[config.mk]
export PLATFORM = sky130hd
export DESIGN_NAME = jtag_ahb_master
export DESIGN_NICKNAME = d
export VERILOG_FILES = /design/src/rtl/jtag_ahb_pkg.sv /design/src/rtl/jtag_ahb_timeout.sv /design/src/rtl/jtag_ahb_master.sv
export SDC_FILE = /design/constraint.sdc
export NUM_CORES = 1
export LEC_CHECK = 0
export CAP_MARGIN = 0
export CORE_UTILIZATION = 30
export CTS_CLUSTER_DIAMETER = 200
export DETAILED_ROUTE_END_ITERATION = 7
export PLACE_DENSITY = 0.65
export SYNTH_ARGS = -nofsm -noshare
export SYNTH_HDL_FRONTEND = slang
export SYNTH_SLANG_ARGS = --single-unit
export TNS_END_PERCENT = 10
[constraint.sdc]
create_clock -name HCLK -period 2.2 [get_ports HCLK]
set_clock_uncertainty 0.2 [all_clocks]
set_input_delay 0.44 -clock HCLK [delete_from_list [all_inputs] [get_ports HCLK]]
set_output_delay 0.44 -clock HCLK [all_outputs]
set_load 0.03 [all_outputs]
[src/rtl/jtag_ahb_pkg.sv]
// Shared encodings, widths and types for the JTAG-to-AHB-Lite bridge master.
package jtag_ahb_pkg;

  localparam int unsigned ADDR_W = 32;
  localparam int unsigned DATA_W = 32;
  localparam int unsigned TMO_W  = 16;

  localparam logic [1:0] HTRANS_IDLE   = 2'b00;
  localparam logic [1:0] HTRANS_NONSEQ = 2'b10;
  localparam logic [2:0] HSIZE_WORD    = 3'b010;

  typedef enum logic [1:0] {
    ST_IDLE = 2'd0,
    ST_ADDR = 2'd1,
    ST_DATA = 2'd2,
    ST_RESP = 2'd3
  } state_e;

  typedef struct packed {
    logic              write;
    logic [ADDR_W-1:0] addr;
    logic [DATA_W-1:0] wdata;
  } req_t;

endpackage

[src/rtl/jtag_ahb_timeout.sv]
// Consecutive HREADY-low cycle counter; flags expiry on the TIMEOUT_CYCLES-th wait cycle.
module jtag_ahb_timeout
  import jtag_ahb_pkg::*;
#(
  parameter int unsigned TIMEOUT_CYCLES = 255
) (
  input  logic HCLK,
  input  logic HRESETn,
  input  logic i_clear,
  input  logic i_count_en,
  output logic o_expired_c
);

  logic [TMO_W-1:0] r_cnt;

  always_ff @(posedge HCLK or negedge HRESETn) begin
    if (!HRESETn) begin
      r_cnt <= '0;
    end else if (i_clear) begin
      r_cnt <= '0;
    end else if (i_count_en) begin
      r_cnt <= r_cnt + TMO_W'(1);
    end
  end

  assign o_expired_c = i_count_en && (r_cnt == TMO_W'(TIMEOUT_CYCLES - 1));

endmodule

[src/rtl/jtag_ahb_master.sv]
// JTAG-side request/response to single AHB-Lite word transfers.
// Optional HREADY timeout abort enabled by defining JTAG_AHB_TIMEOUT_EN.
module jtag_ahb_master
  import jtag_ahb_pkg::*;
#(
  parameter int unsigned TIMEOUT_CYCLES = 255
) (
  input  logic              HCLK,
  input  logic              HRESETn,
  input  logic              REQ_VALID,
  output logic              REQ_READY,
  input  logic              REQ_WRITE,
  input  logic [ADDR_W-1:0] REQ_ADDR,
  input  logic [DATA_W-1:0] REQ_WDATA,
  output logic              RSP_VALID,
  output logic [DATA_W-1:0] RSP_RDATA,
  output logic              RSP_ERR,
  output logic [ADDR_W-1:0] HADDR,
  output logic [1:0]        HTRANS,
  output logic              HWRITE,
  output logic [2:0]        HSIZE,
  output logic [DATA_W-1:0] HWDATA,
  input  logic              HREADY,
  input  logic              HRESP,
  input  logic [DATA_W-1:0] HRDATA
);

  state_e            r_state;
  req_t              r_req;
  logic              r_ready;
  logic [1:0]        r_htrans;
  logic [DATA_W-1:0] r_hwdata;
  logic              r_rsp_valid;
  logic              r_rsp_err;
  logic [DATA_W-1:0] r_rsp_rdata;
  logic              w_expired_c;

`ifdef JTAG_AHB_TIMEOUT_EN
  logic w_in_phase;
  logic w_tmo_clear;
  logic w_tmo_en;

  // Count only while stalled in a bus phase; any HREADY-high cycle restarts the count.
  assign w_in_phase  = (r_state == ST_ADDR) || (r_state == ST_DATA);
  assign w_tmo_clear = !w_in_phase || HREADY;
  assign w_tmo_en    = w_in_phase && !HREADY;

  jtag_ahb_timeout #(
    .TIMEOUT_CYCLES(TIMEOUT_CYCLES)
  ) u_timeout (
    .HCLK       (HCLK),
    .HRESETn    (HRESETn),
    .i_clear    (w_tmo_clear),
    .i_count_en (w_tmo_en),
    .o_expired_c(w_expired_c)
  );
`else
  // No abort path: TIMEOUT_CYCLES has no effect and the block waits on HREADY forever.
  assign w_expired_c = 1'b0 && (TIMEOUT_CYCLES == 0);
`endif

  always_ff @(posedge HCLK or negedge HRESETn) begin
    if (!HRESETn) begin
      r_state     <= ST_IDLE;
      r_req       <= '0;
      r_ready     <= 1'b1;
      r_htrans    <= HTRANS_IDLE;
      r_hwdata    <= '0;
      r_rsp_valid <= 1'b0;
      r_rsp_err   <= 1'b0;
      r_rsp_rdata <= '0;
    end else begin
      r_rsp_valid <= 1'b0;
      case (r_state)
        ST_IDLE: begin
          if (REQ_VALID) begin
            r_req   <= '{write: REQ_WRITE, addr: REQ_ADDR, wdata: REQ_WDATA};
            r_ready <= 1'b0;
            if (REQ_ADDR[1:0] != 2'b00) begin
              r_state     <= ST_RESP;
              r_rsp_valid <= 1'b1;
              r_rsp_err   <= 1'b1;
              r_rsp_rdata <= '0;
            end else begin
              r_state  <= ST_ADDR;
              r_htrans <= HTRANS_NONSEQ;
            end
          end
        end
        ST_ADDR: begin
          if (w_expired_c) begin
            r_state     <= ST_RESP;
            r_htrans    <= HTRANS_IDLE;
            r_rsp_valid <= 1'b1;
            r_rsp_err   <= 1'b1;
            r_rsp_rdata <= '0;
          end else if (HREADY) begin
            r_state  <= ST_DATA;
            r_htrans <= HTRANS_IDLE;
            if (r_req.write) begin
              r_hwdata <= r_req.wdata;
            end
          end
        end
        ST_DATA: begin
          if (w_expired_c) begin
            r_state     <= ST_RESP;
            r_rsp_valid <= 1'b1;
            r_rsp_err   <= 1'b1;
            r_rsp_rdata <= '0;
          end else if (HREADY) begin
            r_state     <= ST_RESP;
            r_rsp_valid <= 1'b1;
            r_rsp_err   <= HRESP;
            r_rsp_rdata <= (!r_req.write && !HRESP) ? HRDATA : '0;
          end
        end
        ST_RESP: begin
          r_state <= ST_IDLE;
          r_ready <= 1'b1;
        end
      endcase
    end
  end

  assign REQ_READY = r_ready;
  assign RSP_VALID = r_rsp_valid;
  assign RSP_ERR   = r_rsp_err;
  assign RSP_RDATA = r_rsp_rdata;
  assign HADDR     = r_req.addr;
  assign HWRITE    = r_req.write;
  assign HTRANS    = r_htrans;
  assign HSIZE     = HSIZE_WORD;
  assign HWDATA    = r_hwdata;

endmodule

# Word-level counts from Yosys, hierarchy flattened
# Cells that the tools add are included.
# op_classes
multipliers	0
addsub	0
div	0
n_shift	0
bitwise	0
n_lt_le_gt_ge	0
n_reduce_logical	14
n_mux	24
n_eq_ne	8
# op_table
op	count
2-to-1 mux 32 bit	4
one-hot mux 32 bit (2 select lines)	1
2-to-1 mux 2 bit	7
inequality test 2 bit (second input constant)	5
one-hot mux 2 bit (4 select lines)	1
AND reduction 4 bit	2
nonzero test 2 bit	4
2-to-1 mux 1 bit	7
one-hot mux 1 bit (2 select lines)	3
AND reduction 3 bit	2
equality test 2 bit (second input constant)	2
one-hot mux 2 bit (2 select lines)	1
AND reduction 2 bit	2
equality test 2 x 1 -> 1 bit (second input constant)	1
logical NOT 1 bit	2
logical NOT 2 bit	1
logical AND 1 bit	1
# word_totals
ramBits	0
romBits	0
out_inout_bits	105
inputBits	102
latchBits	0
regBits	136
n_memories	0

# Logic depth before layout (Yosys ltp)
# Gate-level depths: netlist of run 1.
# logic_depth
depth_word	5
depth_mapped	7

# Worst setup path before layout of run 1
# OpenSTA, ideal clock, no wires.
# synth_path
path_type	register to register
start	register r_state[0]
end	register r_rsp_rdata[10], in the netlist RSP_RDATA[10]
stages_incl_launch_ff	7
setup_slack_ns	0.079
setup_ns	0.065
arrival_time_ns	1.857
cell_sequence	dfrtp_1 inv_1 ha_1 or3b_1 a2111oi_4 buf_6 a22o_2
# synth_between
elab_chain_cells	3
# synth_rtl
element	line_no	text
from (decl)	jtag_ahb_master.sv:28	state_e r_state;
from (signal assigned)	jtag_ahb_master.sv:64	r_state <= ST_IDLE;
from (signal assigned)	jtag_ahb_master.sv:80	r_state <= ST_RESP;
from (signal assigned)	jtag_ahb_master.sv:85	r_state <= ST_ADDR;
equality test 2 bit / logical NOT 2 bit (equally long branches)	jtag_ahb_master.sv:74	case (r_state)
inequality test 2 bit (no line) / nonzero test 2 bit (equally long branches)	-	
AND reduction 4 bit (no line)	-	
to (signal assigned)	jtag_ahb_master.sv:115	r_rsp_rdata <= (!r_req.write && !HRESP) ? HRDATA : '0;
to (decl)	jtag_ahb_master.sv:35	logic [DATA_W-1:0] r_rsp_rdata;
# Parallel ways exist; a longest one is shown, timed or not.
# A chain may end at the register's enable or synchronous reset.

# Worst setup path after layout of run 1
# layout_path
start	register r_state[0]
end	register r_rsp_rdata[2], in the netlist RSP_RDATA[2]
# The elaborated chain is that of the path after synthesis.

==> results.md, run 1 <==
* Critical path peak fanout at 16
* Placed cell areas at 7610 um2
* Crit path kind: reg2reg
* Die Height at 137 um
* R2R depth at 8
* Status: complete, no violations
* Largest net degree at the start of global routing at 45
* Fin util at 47.5%
* Row cnt at 48
* Share of cells above drive strength 1 at 32.6%
* GR Util All Layers at 14.1%
* Layout net count at 652
* 1st-pass router iterations at 4
* Final Power at 13.3 mW
* Diodes inserted at 0
* Power per cell area at 1590 nW/um2
* Vias in the first global route at 3867
* Maxcap violations at 0
* Peak VDD IR at 0.000716 V
* Tmin final at 2.10 ns
* Crit path DAT at 2.19 ns
* Core footprint at 17500 um2
* Post-Syn Area at 5450 um2
* Fin worst setup slack at 0.0962 ns
* Max Clk Rate at 0.475 GHz
* CP max stage cell: dfrtp_1
* CP endpoint kind: register
* Average wire per cell in the routed design at 15.9 um
* Crit-path leading delay family: buffers and inverters
* CTS Sinks at 135
* Port-buffer cells at 202
* Number of synthesized register bits at 135
* Clk buf depth at 2
* Register area share after synthesis at 62.1%
* Slew Viols, Final at 0
* Setup violators final at 0
* Vias per inst at 4.50
* GPL Wtd Cong at 0.739
* Detailed Route WL at 12400 um
* First-pass GRT wire length at 20000 um
* Hold Fails Final Rpt at 0
* Critical Path, Cell by Cell: inv_2 -> ha_1 -> buf_4 -> mux2i_4 -> a2111oi_4 -> buf_4 -> clkbuf_16 -> a22o_2
* Clock Latency Late Sink at 0.40 ns
* Initial antenna violation count at 0
* Top cell by count, worst path: buf_4
* Drc violations at 0
* Post-route cell area at 8330 um2
* Unrepaired setup endpoints after global routing: no
* RR Endpoint: RSP_RDATA[2]$_DFFE_PN0P_
* Die X-Extent at 137 um
* Setup TNS at 0 ns
* Synth Instances at 355
* Pleak at 3.55 nW
* CTS tree: done
* Worst-path clk slew at 0.05 ns
* CTS buffer count at 17
* Buffers & Inverters on Critical Path at 4
* Yosys cell types at 33
* RR Startpoint: r_state[0]$_DFFE_PN0P_
* Placed insts at 748
* CTS H-Tree Depth at 4
* Setup crit end: RSP_RDATA[2]$_DFFE_PN0P_
* Pre-CTS WS at -0.104 ns
* Io pins at 207
* Non-filler cells, final at 783
* YS warnings at 0
* Post-DRT Antenna Nets at 0
* Crit. path cell count at 8
* Crit path from: r_state[0]$_DFFE_PN0P_
* CP required at 2.28 ns
* Vias at 3521
* Final worst-path cycle share at 95.6%
* Reg2Reg Setup Slack at 0.1 ns
* Min-delay worst type: reg2reg
* CP startpoint kind: register
* DRT iter0 DRCs at 92
* Crit-path max cell delay at 0.42 ns
* Estimated wirelength of the detail-placed design at 8950 um
* Clk root buf: clkbuf_16
* Grt total ovfl at 0
* Avg Cell Area, Syn at 15.3 um2
* Initial core utilization at 31.1%
* Layout area overhead at 53.0%
* Hold slack final at 0.295 ns
* Die area at 18700 um2
worst min-delay path, delay by kind of cell, from the launching register on:
kind            cells  cell delay (ns)
simple gates        1             0.08
flops               1             0.37
compound gates      1             0.04
flip-flops by register name, indices dropped and copies added (netlist names):
signal and count:
RSP_RDATA 32, HWRITE 1, r_state 2, REQ_READY 1, RSP_VALID 1, r_req 32, HTRANS 1, HWDATA 32
HADDR 32, RSP_ERR 1
routing by layer:
layer / GRT usage (%) / up-vias / share of wire, % / wire length [um]
met3: 5.11 / 7 / 6.0 / 744
met2: 24.0 / 109 / 53 / 6550
li1: - / 1608 / - / -
met1: 16.5 / 1797 / 41 / 5050
met5: 0 / - / 0 / 0
met4: 3.95 / 0 / 0.75 / 93
final cells by class:
cell class	instances	area (um2)
sequential	135	3380
timing repair buffer	221	2270
clock inverter	12	223
fill	1541	9200
tap	225	282
inverter	2	7.51
multi-input combinational	168	1720
clock buffer	20	447
Yosys cell counts, drive strengths merged:
cell type,n,area share [%]
a31oi,1,0.11
a2111oi,1,0.51
nand2b,1,0.11
nand3,2,0.18
a211o,1,0.16
a22o,33,6.0
dfstp,1,0.48
or3b,1,0.16
mux2,98,20
o32a,1,0.18
clkbuf,5,0.34
mux2i,2,0.37
dfrtp,134,62
a21oi,2,0.18
ha,5,1.1
buf,47,6.3
a2bb2oi,1,0.16
nand2,2,0.14
inv,2,0.14
or2b,1,0.14
nor2b,2,0.23
or2,1,0.11
o31ai,1,0.14
o21ai,1,0.092
nor2,3,0.21
and2,2,0.23
conb,2,0.14
o21bai,1,0.14
o22ai,1,0.11
worst min path at each step:
stage                                from                     end  cells after the start
floorplan                         HRESETn    HADDR[0]$_DFFE_PN0P_                      0
global placement                  HRESETn   r_req[13]$_DFFE_PN0P_                      1
detailed placement                HRESETn  HWDATA[11]$_DFFE_PN0P_                      1
CTS                               HRESETn  HWDATA[13]$_DFFE_PN0P_                      2
global route        HADDR[31]$_DFFE_PN0P_   HADDR[31]$_DFFE_PN0P_                      1
finish              REQ_READY$_DFFE_PN1P_   REQ_READY$_DFFE_PN1P_                      2
layout by cell type (no fill, tap or decap), drive strengths merged, types with 2 or more instances in the layout:
cell type / Yosys / final
mux2i: 2 / 2
bufinv: 0 / 6
nand3: 2 / 2
dfrtp: 134 / 134
a21oi: 2 / 2
dlygate4sd2: 0 / 2
nor2: 3 / 3
ha: 5 / 5
clkinv: 0 / 3
nand2: 2 / 2
clkinvlp: 0 / 2
inv: 2 / 3
nor2b: 2 / 2
clkbuf: 5 / 21
a22o: 33 / 33
buf: 47 / 18
conb: 2 / 4
clkdlybuf4s50: 0 / 199
and2: 2 / 2
mux2: 98 / 98
cell families after synthesis:
| group | after synthesis | synth area share [%] |
|---|---|---|
| AO/OA/AOI/OAI | 44 | 7.74 |
| flip-flops | 135 | 62.1 |
| adder cells (fa/ha/maj) | 5 | 1.15 |
| multiplexers | 100 | 20.6 |
| AND/OR/NAND/NOR | 15 | 1.52 |
| other | 2 | 0.138 |
| buffers and inverters | 54 | 6.76 |
power breakdown:
group / switching [mW] / total [mW] / leakage, nW / internal, mW
Clock: 1.04 / 3.20 / 0.321 / 2.16
Combinational: 2.96 / 5.81 / 1.56 / 2.85
Sequential: 0.603 / 4.25 / 1.67 / 3.65
Total: 4.61 / 13.3 / 3.55 / 8.66
what timing repair did:
action | CTS | global route
hold endpoints to repair | 35 | 0
pin swaps | 0 | 1
buffers inserted | 0 | 1
cloned | 0 | 1
hold buffers | 1 | 0
resized for setup | 2 | 3
setup endpoints to repair | 2 | 27
Note: power is estimated with default switching activity, not from simulation.
==> run 2, diff against run 1 <==
--- a/config.mk
+++ b/config.mk
@@ -5,11 +5,12 @@
 export SDC_FILE = /design/constraint.sdc
 export NUM_CORES = 1
 export LEC_CHECK = 0
+export ABC_AREA = 1
 export CAP_MARGIN = 0
 export CORE_UTILIZATION = 30
 export CTS_CLUSTER_DIAMETER = 200
 export DETAILED_ROUTE_END_ITERATION = 7
-export PLACE_DENSITY = 0.65
+export PLACE_DENSITY = 0.64
 export SYNTH_ARGS = -nofsm -noshare
 export SYNTH_HDL_FRONTEND = slang
 export SYNTH_SLANG_ARGS = --single-unit
==> run 2 against run 1 <==
  * Core utilization shrank 1.9 points
  * Register-to-register slack gained 0.15 ns
  * Design area grew 3.9%
  * Worst hold slack lost 0.024 ns
  * Fmax shrank 0.86%
  * Die area grew 7.9%
  * Combinational power grew 9.8%
  * Worst setup slack lost 0.018 ns
  * Non-clock buffer count grew 3
  * Count of clock-buffer cells in the layout shrank 3
  * Synthesized cell count grew 73%
  * Largest cell class unchanged
==> results.md, run 2 <==
* Vias at 4538 (+29%)
* Crit path from: HWDATA[29]$_DFFE_PN0P_
* Post-CTS Setup Bufs at 0 (unchanged)
* Avg Cell Area, Syn at 9.60 um2 (-37%)
* Core footprint at 19000 um2 (+8.1%)
* RR Endpoint: RSP_RDATA[20]$_DFFE_PN0P_
* CTS Sinks at 135 (unchanged)
* Reg power frac at 30.7% (-1.4 points)
* Port-buffer cells at 202 (unchanged)
* Die X-Extent at 142 um (+3.9%)
* Max Clk Rate at 0.471 GHz (-0.86%)
* Crit path DAT at 1.48 ns (-0.71 ns)
* Buffers & Inverters on Critical Path at 1 (-3)
* GR Util All Layers at 14.6% (+0.52 points)
* Layout net count at 893 (+37%)
* Switch share at 40.2% (+5.4 points)
* Crit. path cell count at 1 (-7)
* YS warnings at 0 (unchanged)
* Commonest non-fill, non-tap cell in the layout: clkdlybuf4s50_1
* Synth area leader: dfrtp_1
* Tmin final at 2.12 ns (+0.0183 ns)
* Crit-path max cell delay at 0.69 ns (+0.27 ns)
* Worst-path clk slew at 0.06 ns (about the same)
* Yosys cell types at 22 (-33%)
* Share of cells above drive strength 1 at 11.8% (-21 points)
* Hold Fails Final Rpt at 0 (unchanged)
* Critical Path, Cell by Cell: clkdlybuf4s50_1
* Crit path kind: reg2out
* Placed cell areas at 8010 um2 (+5.2%)
* RR Startpoint: r_state[0]$_DFFE_PN0P_
* Peak VDD IR at 0.000590 V (-18%)
* CP endpoint kind: primary output
* Initial antenna violation count at 0 (unchanged)
* DRT iter0 DRCs at 166 (+80%)
* Detailed Route WL at 14000 um (+12%)
* Setup TNS at 0 ns (unchanged)
* Commonest non-fill, non-tap cells in the layout: clkdlybuf4s50_1, dfrtp_1, nand2_1
* Clock Latency Late Sink at 0.41 ns (about the same)
* Fin worst setup slack at 0.0779 ns (-0.0183 ns)
* GPL Wtd Cong at 0.777 (+5.3%)
* CTS H-Tree Depth at 4 (unchanged)
* Post-Syn Area at 5880 um2 (+8.0%)
* Vias per inst at 4.29 (-4.7%)
* Largest net degree at the start of global routing at 65 (+44%)
* Average wire per cell in the routed design at 13.2 um (-17%)
* Vias in the first global route at 4464 (+15%)
* Clk root buf: clkbuf_16
* Grt total ovfl at 0 (unchanged)
* Synth Instances at 613 (+73%)
* Placed insts at 1026 (+37%)
* Critical path peak fanout at 2 (-14)
* Ys flop type: dfrtp_1
* Number of synthesized register bits at 135 (unchanged)
* Sw Pwr at 5.49 mW (+19%)
* EDFF count, synth at 0 (unchanged)
* Ys async rst share at 100% (unchanged)
* Register area share after synthesis at 57.4% (-4.6 points)
* Final Power at 13.7 mW (+3.0%)
* Ranking of synthesized cells by area: dfrtp_1, nand2_1, mux2_2
* Diodes inserted at 0 (unchanged)
* Final worst-path cycle share at 96.5% (+0.83 points)
* Drc violations at 0 (unchanged)
* Post-DRT Antenna Nets at 0 (unchanged)
* Estimated wirelength of the detail-placed design at 9710 um (+8.5%)
* R2R depth at 7 (-1)
* List of most frequent post-synthesis cells: dfrtp_1, nand2_1, nor2_1, nand3_1, inv_1
* Row cnt at 50 (+4.2%)
* Unrepaired setup endpoints after global routing: no
* Initial core utilization at 31.0% (about the same)
* Clock Power Share at 22.6% (-1.5 points)
* CTS buffer count at 17 (unchanged)
* Slew Viols, Final at 0 (unchanged)
* Comb power frac at 46.7% (+2.9 points)
* Layout area overhead at 47.1%
* First-pass GRT wire length at 22900 um (+15%)
* Pre-CTS WS at 0.0546 ns (+0.159 ns)
* Reg2Reg Setup Slack at 0.25 ns (+0.15 ns)
* Pleak at 4.04 nW (+14%)
* Crit-path leading delay family: buffers and inverters
* Clk buf depth at 2 (unchanged)
* Die Height at 142 um (+3.9%)
* Io pins at 207 (unchanged)
* Maxcap violations at 0 (unchanged)
* CTS tree: done
* Share of the synthesized area in the top cell type at 57.0% (-4.6 points)
* Power per cell area at 1580 nW/um2 (-0.86%)
* Hold slack final at 0.271 ns (-0.0240 ns)
* Setup violators final at 0 (unchanged)
* Die area at 20200 um2 (+7.9%)
* Top-count cell post-synth: dfrtp_1
* Non-filler cells, final at 1059 (+35%)
* CP startpoint kind: register
* 1st-pass router iterations at 4 (unchanged)
* Setup crit end: HWDATA[29]
* Status: complete, no violations
* Min-delay worst type: reg2reg
* CP max stage cell: clkdlybuf4s50_1
* CP required at 1.56 ns (-0.72 ns)
* Post-route cell area at 8660 um2 (+3.9%)
* P_int at 8.18 mW (-5.6%)
* Fin util at 45.7% (-1.9 points)
==> run 2: layout make-up <==
class	count	area, um2
Sequential cell	135	3380
Clock inverter	15	213
Inverter	42	158
Timing Repair Buffer	224	2290
Tap cell	260	325
Multi-Input combinational cell	366	1870
Clock buffer	17	425
Fill cell	1808	10300
==> run 2: kinds of logic (layout without fill, tap and decap cells) <==
group                      after synthesis  in the layout  share of synthesized area, %
AOI/OAI and AO/OA                       70             70                          6.06
DFF                                    135            135                          57.4
muxes                                   33             33                          6.32
other                                    2              4                         0.128
buffers and inverters                  114            298                          11.0
and+or+nand+nor                        254            254                          18.0
adders and majority gates                5              5                          1.06
==> run 2: repair_timing <==
action,CTS,global route
setup endpoints to repair,1,0
hold buffers,1,0
resized for setup,1,0
endpoints found under the hold margin,44,0
==> run 2: how the worst min path moves through the flow <==
stage / from / endpoint / depth (start not counted)
floorplan: HRESETn / HADDR[0]$_DFFE_PN0P_ / 0
global placement: HRESETn / HADDR[3]$_DFFE_PN0P_ / 1
detailed placement: HRESETn / HADDR[3]$_DFFE_PN0P_ / 1
CTS: RSP_RDATA[28]$_DFFE_PN0P_ / RSP_RDATA[28]$_DFFE_PN0P_ / 2
global route: RSP_RDATA[0]$_DFFE_PN0P_ / RSP_RDATA[0]$_DFFE_PN0P_ / 2
finish: RSP_RDATA[19]$_DFFE_PN0P_ / RSP_RDATA[19]$_DFFE_PN0P_ / 2
==> run 2: layer usage <==
layer | routed length (um) | GRT usage (%) | share of wire [%] | up-vias
met5 | 0 | 0 | 0 | -
met4 | 179 | 4.98 | 1.3 | 0
met3 | 1030 | 4.74 | 7.4 | 13
met2 | 6530 | 23.1 | 47 | 154
met1 | 6220 | 18.7 | 45 | 2105
li1 | - | - | - | 2266
==> run 2: power groups by stage <==
stage | logic [mW] | clock network [mW] | registers [mW]
after global placement | 6.38 | 0 | 4.22
final | 6.38 | 3.09 | 4.20
after CTS | 6.47 | 3.18 | 4.21
after detailed placement | 6.47 | 0 | 4.23
after floorplan | 3.32 | 0 | 5.21
after global routing | 6.91 | 3.30 | 4.34
==> run 3, diff against run 2 <==
==> constraint.sdc (replaced) <==
create_clock -name HCLK -period 2.2 [get_ports HCLK]
set_clock_uncertainty 0.2 [all_clocks]
set_input_delay 0.33 -clock HCLK [delete_from_list [all_inputs] [get_ports HCLK]]
set_output_delay 0.33 -clock HCLK [all_outputs]
set_load 0.03 [all_outputs]
==> run 3 against run 2 <==
  * Worst hold slack worse by 0.029 ns
  * Core utilization down 0.60 points
  * Flip-flop and latch count stayed put
  * Critical path type unchanged
==> results.md, run 3 (synthesis results as in run 2) <==
* Status: complete, no violations
* Estimated wirelength of the detail-placed design at 9680 um (-0.40%)
* Power per cell area at 1560 nW/um2 (-1.1%)
* Worst-path clk slew at 0.06 ns (about the same)
* Layout net count at 890 (-0.34%)
* Non-filler cells, final at 1056 (-0.28%)
* Io pins at 207 (unchanged)
* Reg2Reg Setup Slack at 0.32 ns (+0.07 ns)
* Crit-path leading delay family: buffers and inverters
* CTS buffer count at 17 (unchanged)
* Clk buf depth at 2 (unchanged)
* # fillers at 1835 (+1.5%)
* Die area at 20200 um2 (unchanged)
* Final worst-path cycle share at 91.4% (-5.1 points)
* Final Power at 13.3 mW (-2.4%)
* Die Height at 142 um (unchanged)
* GR Util All Layers at 14.7% (+0.15 points)
* Commonest non-fill, non-tap cells in the layout: clkdlybuf4s50_1, dfrtp_1, nand2_1
* Pleak at 3.98 nW (-1.5%)
* Core footprint at 19000 um2 (unchanged)
* Layout area overhead at 45.2%
* Post-CTS Setup Bufs at 0 (unchanged)
* Post-DRT Antenna Nets at 0 (unchanged)
* Placed insts at 1023 (-0.29%)
* Share of cells above drive strength 1 at 11.3% (-0.46 points)
* Setup violators final at 0 (unchanged)
* Fin worst setup slack at 0.189 ns (+0.112 ns)
* Average wire per cell in the routed design at 13.5 um (+2.1%)
* Hold slack final at 0.243 ns (-0.0287 ns)
* CTS tree: done
* Placed cell areas at 7960 um2 (-0.59%)
* Clock Latency Late Sink at 0.41 ns (about the same)
* Maxcap violations at 0 (unchanged)
* Tmin final at 2.01 ns (-0.112 ns)
* Sequential Area at 3380 um2 (unchanged)
* Post-route cell area at 8540 um2 (-1.3%)
* First-pass GRT wire length at 23000 um (+0.70%)
* CTS H-Tree Depth at 4 (unchanged)
* Slew HR at 61.8%
* Unrepaired setup endpoints after global routing: no
* Vias at 4567 (+0.64%)
* GPL Wtd Cong at 0.771 (-0.78%)
* Peak VDD IR at 0.000627 V (+6.2%)
* Initial core utilization at 31.0% (unchanged)
* CP max stage cell: clkdlybuf4s50_1
* Hold Fails Final Rpt at 0 (unchanged)
* Fin util at 45.1% (-0.60 points)
* 1st-pass router iterations at 4 (unchanged)
* Clk root buf: clkbuf_16
* Detailed Route WL at 14200 um (+1.8%)
* Diodes inserted at 0 (unchanged)
* Min-delay worst type: in2async
* Vias per inst at 4.32 (+0.92%)
* Grt total ovfl at 0 (unchanged)
* Multi-input gate area at 1870 um2 (unchanged)
* CP endpoint kind: primary output
* Row cnt at 50 (unchanged)
* Crit-path max cell delay at 0.69 ns (about the same)
* Port-buffer cells at 202 (unchanged)
* Pre-CTS WS at 0.240 ns (+0.185 ns)
* Buffers & Inverters on Critical Path at 1 (unchanged)
* Largest net degree at the start of global routing at 65 (unchanged)
* CP startpoint kind: register
* Die X-Extent at 142 um (unchanged)
* Vias in the first global route at 4418 (-1.0%)
* Critical path peak fanout at 2 (unchanged)
* Initial antenna violation count at 0 (unchanged)
* Setup TNS at 0 ns (unchanged)
* CTS Sinks at 135 (unchanged)
* Slew Viols, Final at 0 (unchanged)
* Crit path kind: reg2out
* CP required at 1.67 ns (+0.11 ns)
* Max Clk Rate at 0.497 GHz (+5.6%)
* DRT iter0 DRCs at 179 (+7.8%)
* Worst slew pin tran at 0.573 ns
* Crit path DAT at 1.48 ns (about the same)
* Critical Path, Cell by Cell: clkdlybuf4s50_1
* Commonest non-fill, non-tap cell in the layout: clkdlybuf4s50_1
* Drc violations at 0 (unchanged)
-- run 3: layer usage --
metal | GRT usage [%] | vias up | wire [um]
met1 | 19.3 | 2129 | 6340
met2 | 22.7 | 159 | 6660
met3 | 4.34 | 16 | 1020
met4 | 5.89 | 0 | 185
li1 | - | 2263 | -
met5 | 0 | - | 0
-- run 3: path summary, 6_finish.rpt --
check / end / depth (start not counted) / startpoint
setup / recovery: HWDATA[24] / 1 / HWDATA[24]$_DFFE_PN0P_
hold / removal: RSP_RDATA[30]$_DFFE_PN0P_ / 2 / HRESETn
setup reg to reg: RSP_RDATA[13]$_DFFE_PN0P_ / 7 / r_state[0]$_DFFE_PN0P_
hold reg to reg: RSP_RDATA[15]$_DFFE_PN0P_ / 2 / RSP_RDATA[15]$_DFFE_PN0P_
max in group asynchronous: HWDATA[17]$_DFFE_PN0P_ / 3 / HRESETn
min in group HCLK: RSP_RDATA[15]$_DFFE_PN0P_ / 2 / RSP_RDATA[15]$_DFFE_PN0P_
-- run 3: final cells by class --
type,count,area share (%)
clock buffers,20,5.35
clock inverters,12,1.35
inverters,42,1.85
multi-input cells,366,21.9
flip-flops and latches,135,39.6
well taps,260,3.81
repair buffers,221,26.2
-- run 3: what timing repair did --
action / 4_1_cts / 5_1_grt
hold buffers: 1 / 0
setup endpoints to repair: 1 / 0
resized for setup: 1 / 0
hold endpoints to repair: 44 / 0
-- run 3: report_power, final --
| part | switching, mW | leakage, nW | internal, mW | total [mW] |
|---|---|---|---|---|
| Combinational | 3.82 | 2.07 | 2.59 | 6.41 |
| Clock | 1.12 | 0.274 | 1.63 | 2.75 |
| Sequential | 0.530 | 1.64 | 3.64 | 4.17 |
